$ cat src/rtl/input_debouncer.sv
// Synchroniser plus stable-time filter for a bouncy asynchronous input, with registered level and edge strobes.
// Define DEBOUNCER_GLITCH_COUNT_EN to build the saturating rejected-glitch counter on Glitch_cnt.
module input_debouncer #(
  parameter int SYNC_STAGES   = 2,
  parameter int STABLE_CYCLES = 1000,
  parameter int CNT_W         = 16
) (
  input  logic       CLK,
  input  logic       RST,
  input  logic       In_raw,
  output logic       Out_level,
  output logic       Out_rise,
  output logic       Out_fall,
  output logic [7:0] Glitch_cnt
);

  localparam logic [1:0] ST_LOW   = 2'd0;
  localparam logic [1:0] CHK_HIGH = 2'd1;
  localparam logic [1:0] ST_HIGH  = 2'd2;
  localparam logic [1:0] CHK_LOW  = 2'd3;

  localparam logic [CNT_W-1:0] CNT_LAST = CNT_W'(STABLE_CYCLES - 1);

  logic [SYNC_STAGES-1:0] sync;
  logic                   s_in;
  logic [1:0]             state;
  logic [CNT_W-1:0]       cnt;

  // Plain flop chain; nothing may sit between stages.
  always_ff @(posedge CLK) begin
    if (RST) sync <= '0;
    else     sync <= {sync[SYNC_STAGES-2:0], In_raw};
  end

  assign s_in = sync[SYNC_STAGES-1];

  always_ff @(posedge CLK) begin
    if (RST) begin
      state     <= ST_LOW;
      cnt       <= '0;
      Out_level <= 1'b0;
      Out_rise  <= 1'b0;
      Out_fall  <= 1'b0;
    end else begin
      Out_rise <= 1'b0;
      Out_fall <= 1'b0;
      case (state)
        ST_LOW: begin
          Out_level <= 1'b0;
          if (s_in) begin
            state <= CHK_HIGH;
            cnt   <= '0;
          end
        end
        CHK_HIGH: begin
          if (!s_in) begin
            state <= ST_LOW;
            cnt   <= '0;
          end else if (cnt == CNT_LAST) begin
            state     <= ST_HIGH;
            Out_level <= 1'b1;
            Out_rise  <= 1'b1;
          end else begin
            cnt <= cnt + CNT_W'(1);
          end
        end
        ST_HIGH: begin
          Out_level <= 1'b1;
          if (!s_in) begin
            state <= CHK_LOW;
            cnt   <= '0;
          end
        end
        CHK_LOW: begin
          if (s_in) begin
            state <= ST_HIGH;
            cnt   <= '0;
          end else if (cnt == CNT_LAST) begin
            state     <= ST_LOW;
            Out_level <= 1'b0;
            Out_fall  <= 1'b1;
          end else begin
            cnt <= cnt + CNT_W'(1);
          end
        end
        default: begin
          state     <= ST_LOW;
          cnt       <= '0;
          Out_level <= 1'b0;
        end
      endcase
    end
  end

`ifdef DEBOUNCER_GLITCH_COUNT_EN
  logic abort;

  // An abort is a check window that saw the input fall back before acceptance.
  assign abort = ((state == CHK_HIGH) && !s_in) || ((state == CHK_LOW) && s_in);

  always_ff @(posedge CLK) begin
    if (RST)                           Glitch_cnt <= 8'd0;
    else if (abort && Glitch_cnt != 8'hFF) Glitch_cnt <= Glitch_cnt + 8'd1;
  end
`else
  assign Glitch_cnt = 8'd0;
`endif

endmodule

$ cat config.mk
export PLATFORM = sky130hd
export DESIGN_NAME = input_debouncer
export DESIGN_NICKNAME = d
export VERILOG_FILES = /design/src/rtl/input_debouncer.sv
export SDC_FILE = /design/constraint.sdc
export NUM_CORES = 1
export LEC_CHECK = 0
export ABC_CLOCK_PERIOD_IN_PS = 1700
export CORE_UTILIZATION = 49
export DETAILED_ROUTE_END_ITERATION = 10
export GPL_TIMING_DRIVEN = 1
export PLACE_DENSITY_LB_ADDON = 0.12
export SYNTH_ARGS = -nofsm -noshare
export SYNTH_HDL_FRONTEND = slang
export SYNTH_SLANG_ARGS = --single-unit
export TNS_END_PERCENT = 50
$ cat constraint.sdc
create_clock -name CLK -period 1.7 [get_ports CLK]
set_input_delay 0.425 -clock CLK [delete_from_list [all_inputs] [get_ports CLK]]
set_output_delay 0.425 -clock CLK [all_outputs]
set_load 0.005 [all_outputs]
==> flow_metrics.py <==
metrics = {
    "status": {
        "status": "completed",
    },
    "synthesis": {
        "synth-async-reset-ratio": 0,
        "syn_area_per_cell_um2": 9.04,
        "synth_top_area_cell": "dfxtp_1",
        "yosysWarningCount": 0,
        "ys_types": 34,
        "ys_seq_area_frac": 0.377,
        "synthesis.instances": 135,
        "netlist_top_cells_count": "dfxtp_1, a21oi_1, buf_4",
        "synth_area_um2": 1220,
        "synth.most_common_cell": "dfxtp_1",
        "yosys.area.top_type_share": 0.377,
        "synthFlopType": "dfxtp_1",
        "yosys_register_bits": 23,
        "synth_area_leaders": "dfxtp_1, ha_1, buf_4, a21oi_1, mux2i_1",
        "synth_edf_count": 0,
    },
    "detailed_routing": {
        "num_vias": 1001,
        "wire_per_inst_um": 13.3,
        "routed_wirelength_mm": 2.39,
        "first_pass_iters": 4,
        "detail_route.drc_violations": 0,
        "detail-route-antenna-nets": 0,
        "first_iter_violations": 23,
        "via_per_inst": 5.56,
    },
    "cts": {
        "htreeDepth": 1,
        "clock_path_buffers": 2,
        "cts-root-buf": "clkbuf_4",
        "numCtsBuffers": 3,
        "cts.clk_slew.worst_paths_ns": 0.12,
        "clkSinkCount": 23,
        "cts_tree": "built",
        "clock_latency_ns": 0.30,
        "cts_hold_buf": 0,
    },
    "worst_hold_path": {
        "hold_depth": 1,
        "hold_end": "sync[1]$_SDFF_PP0_",
        "hp-start": "sync[0]$_SDFF_PP0_",
        "hold_path.class": "register to register",
    },
    "placement": {
        "placed_cell_area_um2": 1330,
        "place_inst": 173,
        "dpl.hpwl_mm": 1.68,
        "numPortBuffers": 5,
        "place.gp.congestion": 0.731,
        "pre_cts_ws_ns": -0.0612,
    },
    "floorplanning": {
        "die_width_um": 51.9,
        "core_region_area_um2": 2280,
        "rows": 17,
        "die_h_um": 51.9,
        "initial_core_util": 0.536,
        "die_area_um2": 2690,
        "ios": 14,
    },
    "finish": {
        "synthToLayoutAreaGrowth_pct": 18.2,
        "fin_area_um2": 1440,
        "utilization": 0.633,
        "finish.net_count": 161,
        "seqCellArea_um2": 465,
        "diodes": 0,
        "final_cell_count_no_fill": 180,
        "num-fill-cells": 187,
        "multi_input_area_um2": 732,
        "drive_above_1_share": 0.217,
    },
    "grt": {
        "antenna_found_initial": 0,
        "grt_pass1_vias": 941,
        "grt_max_degree": 17,
        "grt_pass1_wl_mm": 4.08,
        "track_usage": 0.203,
        "grt-ovfl-total": 0,
    },
    "timing": {
        "finalMaxSlewViolations": 0,
        "setup_viol": 0,
        "fin_ws_ns": 0.0461,
        "clock.fmax_ghz": 0.605,
        "period_needed_ns": 1.65,
        "skew_ns": 0.00201,
        "finalCritPeriodShare": 0.973,
        "holdWs_ns": 0.472,
        "finalHoldViolations": 0,
        "fin_setup_tns_ns": 0,
        "grt_setup_unrepaired": "yes",
    },
    "power": {
        "power.total_mw": 1.02,
        "powerDensity_nw_per_um2": 708,
        "irDropWorstVdd_mv": 0.493,
        "p_leak_nw": 0.519,
    },
    "worst_setup_path": {
        "cp.arrival_ns": 1.91,
        "rr_worst_depth": 6,
        "worstSetupEndpointType": "register",
        "worstSetupPathType": "register to register",
        "startpoint_type": "register",
        "regToRegEndpoint": "cnt[11]$_SDFFE_PP0P_",
        "cp.required_ns": 1.95,
        "crit_path_max_fanout": 6,
        "r2r_slack_ns": 0.05,
    },
    "run": {
        "drv_cap": 0,
    },
}
[state kept, by name (all words and copies together), names as in the netlist, named ones only]
signal     count
sync           2
Out_rise       1
Out_level      1
state          1
Out_fall       1
cnt           16
[worst max-delay path, stage by stage (launching register included)]
cell and delay [ns]:
dfxtp_4 0.40, inv_2 0.06, ha_4 0.16, mux2i_4 0.21, nand3_4 0.13, or4_4 0.50
a21oi_2 0.14
[layout make-up]
| cell class | instances | area share |
|---|---|---|
| multi-input combinational | 102 | 0.508 |
| sequential | 23 | 0.323 |
| timing repair buffer | 18 | 0.114 |
| tap | 28 | 0.0243 |
| clock buffer | 4 | 0.0182 |
| inverter | 5 | 0.0130 |
[where the power goes]
part	internal, mW	total (mW)	switching, mW	leakage, nW
Clock	0.0915	0.249	0.158	0.0150
Sequential	0.553	0.561	0.00853	0.187
Combinational	0.103	0.211	0.107	0.317
Total	0.747	1.02	0.274	0.519
[worst max-delay path by stage]
stage	start	to
floorplan	state[0]$_SDFFE_PP0P_	cnt[13]$_SDFFE_PP0P_
global placement	register	cnt[15]$_SDFFE_PP0P_
detailed placement	register	cnt[13]$_SDFFE_PP0P_
CTS	cnt[0]$_SDFFE_PP0P_	cnt[2]$_SDFFE_PP0P_
global route	cnt[12]$_SDFFE_PP0P_	state[0]$_SDFFE_PP0P_
finish	register	cnt[11]$_SDFFE_PP0P_
[layer usage]
layer  share of wire  vias up  track usage
met5               0        -            0
met2            0.47       27        0.340
met1            0.49      464        0.262
li1                -      506            -
met4           0.010        0       0.0811
met3           0.036        4       0.0263
[cell families (layout without fill, tap and decap cells)]
kind of cell             Yosys count  after routing  share of synthesized area
AO/OA/AOI/OAI                     27             27                      0.130
XOR/XNOR                           6              6                     0.0431
multiplexers                       6              6                     0.0605
AND/OR/NAND/NOR                   50             50                      0.248
other                              1              8                    0.00307
flip-flops                        23             23                      0.377
adder cells (fa/ha/maj)            5              5                     0.0513
buffers and inverters             17             27                     0.0862
[cells in the final DEF, fill, tap and decap left out, types with 5 or more instances in the layout]
| cell | n |
|---|---|
| clkdlybuf4s50_1 | 5 |
| a21oi_1 | 8 |
| dfxtp_1 | 21 |
| o21ai_0 | 7 |
| nor2_1 | 7 |
| buf_4 | 11 |
| conb_1 | 8 |
| nand3_1 | 7 |
[what timing repair did]
item                                    CTS  global route
pin swaps                                 2             8
gates resized for setup                   4            15
endpoints found under the hold margin     0             0
endpoints found under the setup margin    7            10
setup buffers                             1             2
(Power assumes the default switching activity.)
